===== config.mk =====
export PLATFORM = sky130hd
export DESIGN_NAME = rv_io_modport
export DESIGN_NICKNAME = d
export VERILOG_FILES = /design/src/rtl/rv_io_modport.sv
export SDC_FILE = /design/constraint.sdc
export NUM_CORES = 1
export LEC_CHECK = 0
export ABC_AREA = 1
export ABC_CLOCK_PERIOD_IN_PS = 1250
export CORE_UTILIZATION = 48
export DETAILED_ROUTE_END_ITERATION = 7
export PLACE_DENSITY = 0.75
export SLEW_MARGIN = 40
export SYNTH_ARGS = -nofsm -noshare
export SYNTH_HDL_FRONTEND = slang
export SYNTH_SLANG_ARGS = --single-unit

===== constraint.sdc =====
create_clock -name clk -period 1.25 [get_ports clk]
set_clock_uncertainty 0.1 [all_clocks]
set_input_delay 0.25 -clock clk [delete_from_list [all_inputs] [get_ports clk]]
set_output_delay 0.25 -clock clk [all_outputs]
set_load 0.02 [all_outputs]

===== src/rtl/rv_io_modport.sv =====
// rtl/rv_io_modport.sv - registered bidirectional I/O bank with edge flags and interrupt
//
// Purpose: WIDTH tri-state pins behind a small register port. OUT/DIR drive the
// pad ring, pad inputs are synchronized into IN, and IN transitions latch sticky
// RISE/FALL flags that raise a maskable registered interrupt.
//
// Optional feature: define RV_IO_MODPORT_DEBOUNCE_EN to insert a per-pin debouncer
// (DEBOUNCE_CYCLES stable samples) between the synchronizer and IN.
//
// Ports:
//   clk      - clock, all logic on rising edge
//   rst      - synchronous active-high reset
//   pad_i    - pin inputs (asynchronous)
//   pad_o    - pin output values (OUT register)
//   pad_t    - tri-state control, 1 = high-Z/input (DIR register)
//   wr_en    - register write strobe
//   rd_en    - register read strobe
//   addr     - register address (0 OUT, 1 DIR, 2 IN, 3 RISE, 4 FALL, 5 MASK, 6 OUT_SET, 7 OUT_CLR)
//   wdata    - write data
//   rdata    - read data, valid with rd_valid, held otherwise
//   rd_valid - read data valid, one cycle after rd_en
//   irq      - registered interrupt, |((RISE | FALL) & MASK)

module rv_io_modport #(
    parameter int WIDTH           = 8,
    parameter int SYNC_STAGES     = 2,
    parameter int DEBOUNCE_CYCLES = 16
) (
    input  logic             clk,
    input  logic             rst,
    input  logic [WIDTH-1:0] pad_i,
    output logic [WIDTH-1:0] pad_o,
    output logic [WIDTH-1:0] pad_t,
    input  logic             wr_en,
    input  logic             rd_en,
    input  logic [2:0]       addr,
    input  logic [WIDTH-1:0] wdata,
    output logic [WIDTH-1:0] rdata,
    output logic             rd_valid,
    output logic             irq
);

    localparam logic [2:0] A_OUT     = 3'd0;
    localparam logic [2:0] A_DIR     = 3'd1;
    localparam logic [2:0] A_IN      = 3'd2;
    localparam logic [2:0] A_RISE    = 3'd3;
    localparam logic [2:0] A_FALL    = 3'd4;
    localparam logic [2:0] A_MASK    = 3'd5;
    localparam logic [2:0] A_OUT_SET = 3'd6;
    localparam logic [2:0] A_OUT_CLR = 3'd7;

    // Edge detection stays off until IN has settled on real pad data, so the
    // reset-value-to-first-sample step never produces flags. With the debouncer
    // that settling takes DEBOUNCE_CYCLES more edges.
`ifdef RV_IO_MODPORT_DEBOUNCE_EN
    localparam int ARM_CYCLES = SYNC_STAGES + 1 + DEBOUNCE_CYCLES;
`else
    localparam int ARM_CYCLES = SYNC_STAGES + 1;
`endif
    localparam int              AW       = $clog2(ARM_CYCLES + 1);
    localparam logic [AW-1:0]   ARM_LAST = AW'(ARM_CYCLES);

    logic [WIDTH-1:0] out_q;
    logic [WIDTH-1:0] dir_q;
    logic [WIDTH-1:0] mask_q;
    logic [WIDTH-1:0] rise_q;
    logic [WIDTH-1:0] fall_q;
    logic [WIDTH-1:0] prev_q;
    logic [WIDTH-1:0] sync_q [SYNC_STAGES];
    logic [WIDTH-1:0] in_val;
    logic [AW-1:0]    arm_cnt;
    logic             armed;

    assign pad_o = out_q;
    assign pad_t = dir_q;
    assign armed = (arm_cnt == ARM_LAST);

    always_ff @(posedge clk) begin
        if (rst) begin
            for (int i = 0; i < SYNC_STAGES; i++) sync_q[i] <= '0;
        end else begin
            sync_q[0] <= pad_i;
            for (int i = 1; i < SYNC_STAGES; i++) sync_q[i] <= sync_q[i-1];
        end
    end

`ifdef RV_IO_MODPORT_DEBOUNCE_EN
    localparam int            DW       = $clog2(DEBOUNCE_CYCLES + 1);
    localparam logic [DW-1:0] DEB_LAST = DW'(DEBOUNCE_CYCLES - 1);

    logic [DW-1:0]    deb_cnt [WIDTH];
    logic [WIDTH-1:0] deb_q;

    // A bit flips only after DEBOUNCE_CYCLES consecutive samples disagree with
    // it; any agreeing sample restarts the count.
    always_ff @(posedge clk) begin
        if (rst) begin
            deb_q <= '0;
            for (int b = 0; b < WIDTH; b++) deb_cnt[b] <= '0;
        end else begin
            for (int b = 0; b < WIDTH; b++) begin
                if (sync_q[SYNC_STAGES-1][b] != deb_q[b]) begin
                    if (deb_cnt[b] == DEB_LAST) begin
                        deb_q[b]   <= sync_q[SYNC_STAGES-1][b];
                        deb_cnt[b] <= '0;
                    end else begin
                        deb_cnt[b] <= deb_cnt[b] + DW'(1);
                    end
                end else begin
                    deb_cnt[b] <= '0;
                end
            end
        end
    end

    assign in_val = deb_q;
`else
    assign in_val = sync_q[SYNC_STAGES-1];
`endif

    logic [WIDTH-1:0] rise_set;
    logic [WIDTH-1:0] fall_set;
    logic [WIDTH-1:0] rise_clr;
    logic [WIDTH-1:0] fall_clr;

    always_comb begin
        rise_set = armed ? (in_val & ~prev_q) : '0;
        fall_set = armed ? (~in_val & prev_q) : '0;
        rise_clr = (wr_en && addr == A_RISE) ? wdata : '0;
        fall_clr = (wr_en && addr == A_FALL) ? wdata : '0;
    end

    always_ff @(posedge clk) begin
        if (rst) begin
            arm_cnt <= '0;
            prev_q  <= '0;
            rise_q  <= '0;
            fall_q  <= '0;
            irq     <= 1'b0;
        end else begin
            if (!armed) arm_cnt <= arm_cnt + AW'(1);
            prev_q <= in_val;
            // Set term ORed last so a same-cycle hardware set beats the w1c.
            rise_q <= (rise_q & ~rise_clr) | rise_set;
            fall_q <= (fall_q & ~fall_clr) | fall_set;
            irq    <= |((rise_q | fall_q) & mask_q);
        end
    end

    always_ff @(posedge clk) begin
        if (rst) begin
            out_q  <= '0;
            dir_q  <= '1;
            mask_q <= '0;
        end else if (wr_en) begin
            case (addr)
                A_OUT:     out_q  <= wdata;
                A_DIR:     dir_q  <= wdata;
                A_MASK:    mask_q <= wdata;
                A_OUT_SET: out_q  <= out_q | wdata;
                A_OUT_CLR: out_q  <= out_q & ~wdata;
                default:   ;
            endcase
        end
    end

    // Reads sample pre-write register values, so a same-cycle write+read
    // returns the old contents.
    always_ff @(posedge clk) begin
        if (rst) begin
            rd_valid <= 1'b0;
            rdata    <= '0;
        end else begin
            rd_valid <= rd_en;
            if (rd_en) begin
                case (addr)
                    A_OUT:   rdata <= out_q;
                    A_DIR:   rdata <= dir_q;
                    A_IN:    rdata <= in_val;
                    A_RISE:  rdata <= rise_q;
                    A_FALL:  rdata <= fall_q;
                    A_MASK:  rdata <= mask_q;
                    default: rdata <= '0;
                endcase
            end
        end
    end

endmodule


==> summary.txt, run 1 <==
Synthesis
  • Sequential-to-total area share from yosys stat: 0.4639
  • Simple-Gate Fraction of Synth Area: 0.3106
  • Seq cells post-synth: 76
  • Post-synth top cells: nand2_1, dfxtp_1, nor2_1, inv_1, a21oi_1
  • Top post-synthesis cells by area: dfxtp_1, nand2_1, a21oi_1, nor2_1, nand3_1
  • Synth Warn #: 0
  • Share of the synthesized area in the top cell type: 0.4639
  • Mapped Cells: 449
  • Top_reg_cell synth: dfxtp_1
  • Most numerous cell in the Yosys netlist: nand2_1
  • Largest family of logic cells by synthesized area: simple AND/OR/NAND/NOR gates
  • Post-Synth Adder-Cell Area: 0.003815
  • Post-synth top area cell: dfxtp_1
  • Post-synthesis mux area share: 0
  • Ys async rst share: 0
  • Xor and xnor fraction of the mapped netlist area: 0.002671
  • Post-synth EDFFs: 0
  • Compound-Gate Fraction of Synth Area: 0.1328
  • Syn Nets: 473
  • Unique cell type count in the Yosys netlist: 22
  • Cell Area, Synth: approximately 3300 um2
  • Mean Syn Cell Area: around 7.3 um2

Critical path
  • Arrival time at the worst endpoint: 860 ps
  • Critical path cell sequence: buf_4
  • Kind of critical path: register to primary output
  • Crit path max-delay cell type: dfxtp_1
  • Data required, critical path: 900 ps
  • Reg2reg setup slack: 110 ps
  • CP Capture Type: primary output
  • Largest stage delay, worst path: 360 ps
  • Delay-heaviest family, CP: flip-flops
  • Worst-path fanout max: 2
  • Buf/Inv on CP: 1
  • Startpoint Class: register

Clock tree
  • CTS tree: built
  • H-tree levels: 3
  • Num CTS Buffers: 9
  • Sink Count: 76
  • Worst-Skew Late Latency: 350 ps
  • Root Buffer: clkbuf_8
  • Clock Path Buffers: 2
  • # hold bufs at CTS: 0
  • Worst-path clk slew: approximately 80 ps

Die
  • Core Region: 6459 um2
  • Die area: 7166 um2
  • DIE HEIGHT: about 85 um
  • Cell Rows: 29
  • Die Wd: ~85 um
  • Initial Util: 0.5077
  • Ports: between 40 and 50

Layout
  • # diodes: 0
  • Area added between synthesis and finish: 35.25%
  • Design area: 4436 um2
  • Area of the multi-input gates: 1513 um2
  • Register area: roughly 1500 um2
  • Nets: about 580
  • Fillers: 551
  • Layout cell share with drive strength beyond 1: 0.2419

STA
  • PnR worst setup slack: roughly 36 ps
  • Setup TNS: 0 ps
  • Unrepaired setup endpoints after global routing: false
  • Fin crit period: 1214 ps
  • Endpoints failing setup: 0
  • FMAX: around 800 MHz
  • Final hold vios: 0
  • Slew at the pin closest to its max-slew limit: between 300 and 400 ps
  • Slew headroom: 0.7844
  • Slew Viols, Final: 0
  • WHS: just over 200 ps
  • Final Cycle Share: 0.9711

Global route
  • Largest net degree at the start of global routing: 32
  • Aggregate global-route resource usage: 0.2550
  • Initial antenna violation count: 0
  • First-pass GRT wire length: ~14 mm
  • Remaining Overflow, GRT: 0
  • Vias in the first global route: 3068

Power
  • Switching Fraction: 0.2627
  • NetSw: 0.001447 W
  • Clock Power Share: 0.390
  • Combinational power share: 0.140
  • Lkg Pwr: a little over 2 nW
  • Register share of total power: 0.470
  • Int Power: 0.004062 W
  • Max rail drop VDD: 0.9800 mV
  • Pwr/cell area: 1242 nW/um2

Outcome
  • Failing checks: design-rule violations
  • Status: complete, but fails checks

Placement
  • Place WS: -578.4 ps
  • HPWL after DPL: 6.382 mm
  • IO buf count: 48
  • DP Area: 4249 um2
  • Routability cong.: 0.8754

Route
  • Via Count: 3308
  • Post-DRT Antenna Nets: 0
  • Drt drc: 7
  • Iter 0 DRT Violations: approximately 270
  • Via density: 5.209
  • Final wirelength: 8.658 mm
  • 1st-pass router iterations: 7
  • Wire length per cell after detailed routing: between 10 and 15 um

Flow run
  • Max-cap violations: 0

Worst hold path
  • Hold/Removal Path Class: input port to register
[path summary, 6_finish.rpt]
| kind | startpoint | end | cells past startpoint |
|---|---|---|---|
| setup / recovery | rdata[4]$_SDFFE_PP0P_ | rdata[4] | 1 |
| hold / removal | rst | pad_t[2]$_SDFFE_PP1P_ | 4 |
| setup reg to reg | arm_cnt[0]$_SDFFE_PP0N_ | fall_q[1]$_SDFF_PP0_ | 4 |
| hold reg to reg | sync_q[0][3]$_SDFF_PP0_ | sync_q[0][11]$_SDFF_PP0_ | 2 |
[metrics by stage]
step | total power, W | util | std cells
6_report | 0.005509 | 0.6867 | 635
5_1_grt | 0.005732 | 0.6867 | 635
4_1_cts | 0.005503 | 0.6813 | 635
3_5_place_dp | 0.003395 | 0.6579 | 617
3_3_place_gp | 0.003369 | 0.6579 | 617
2_1_floorplan | 0.003003 | - | 449
[layout make-up]
| type | instances | share of cell area |
|---|---|---|
| Clock buffer | 10 | 0.03103 |
| Clock inverter | 6 | 0.02116 |
| Inverter | 45 | 0.03836 |
| Multi-Input combinational cell | 308 | 0.3410 |
| Sequential cell | 76 | 0.3430 |
| Tap cell | 77 | 0.02172 |
| Timing Repair Buffer | 113 | 0.2037 |
[cell families after synthesis]
logic type | count (synthesis)
AO/OA/AOI/OAI | 75
XOR/XNOR | 1
adder cells (fa/ha/maj) | 1
buffers and inverters | 65
flip-flops | 76
AND/OR/NAND/NOR | 231
[per-layer routing]
layer,up-vias,wire length (um),GRT usage
met5,-,0,0
met4,0,271,0.1125
met3,22,596,0.07276
met2,149,3957,0.4146
met1,1485,3833,0.3157
li1,1652,-,-
[cells in the final DEF (no fill, tap or decap)]
| master | synthesis | final |
|---|---|---|
| nand2_4 | 0 | 3 |
| inv_1 | 43 | 42 |
| nand3_4 | 2 | 2 |
| clkbuf_2 | 0 | 1 |
| clkinv_4 | 0 | 1 |
| dlygate4sd2_1 | 0 | 2 |
| nand4_1 | 10 | 10 |
| nand3_1 | 41 | 41 |
| dlymetal6s2s_1 | 0 | 1 |
| inv_6 | 0 | 2 |
| nor2_4 | 3 | 4 |
| nor2_2 | 2 | 1 |
| o21ai_1 | 0 | 8 |
| buf_12 | 0 | 3 |
| inv_2 | 1 | 2 |
| dfxtp_1 | 76 | 76 |
| nand3_2 | 2 | 2 |
| xor2_1 | 1 | 1 |
| buf_6 | 3 | 4 |
| buf_2 | 6 | 18 |
| clkinv_2 | 1 | 1 |
| clkbuf_8 | 0 | 10 |
| o211ai_2 | 8 | 8 |
| clkdlybuf4s50_1 | 0 | 17 |
| nand2_1 | 112 | 110 |
| nor2_1 | 56 | 56 |
| nand2_2 | 3 | 2 |
| ha_4 | 0 | 1 |
| o21ai_0 | 25 | 17 |
| clkinvlp_4 | 0 | 1 |
| bufinv_16 | 0 | 2 |
| a21oi_1 | 42 | 42 |
| buf_4 | 2 | 67 |
[state kept, by name, summed over array words and instances, names as in the netlist]
| name | flops |
|---|---|
| mask_q | 8 |
| pad_t | 8 |
| rise_q | 8 |
| rd_valid | 1 |
| sync_q | 16 |
| pad_o | 8 |
| prev_q | 8 |
| fall_q | 8 |
| rdata | 8 |
| irq | 1 |
| arm_cnt | 2 |
[power groups by stage]
stage | registers [W] | clock network, W | logic [W]
detailed placement | 0.00264 | 0 | 0.000760
floorplan | 0.00267 | 0 | 0.000332
CTS | 0.00258 | 0.00218 | 0.000746
global route | 0.00260 | 0.00229 | 0.000840
finish | 0.00259 | 0.00215 | 0.000772
global placement | 0.00263 | 0 | 0.000740
[what timing repair did]
item	CTS	global route
endpoints found under the setup margin	74	45
cloned	1	0
pin swaps	5	1
setup buffers	1	0
gates resized for setup	127	14
(Power assumes the default switching activity.)
==> run 2: changes to the inputs <==
--- a/config.mk
+++ b/config.mk
@@ -10,6 +10,7 @@
 export CORE_UTILIZATION = 48
 export DETAILED_ROUTE_END_ITERATION = 7
 export PLACE_DENSITY = 0.75
+export SKIP_LAST_GASP = 1
 export SLEW_MARGIN = 40
 export SYNTH_ARGS = -nofsm -noshare
 export SYNTH_HDL_FRONTEND = slang
==> results of run 2 <==
Final layout, timing and power as in run 1 (identical DEF).
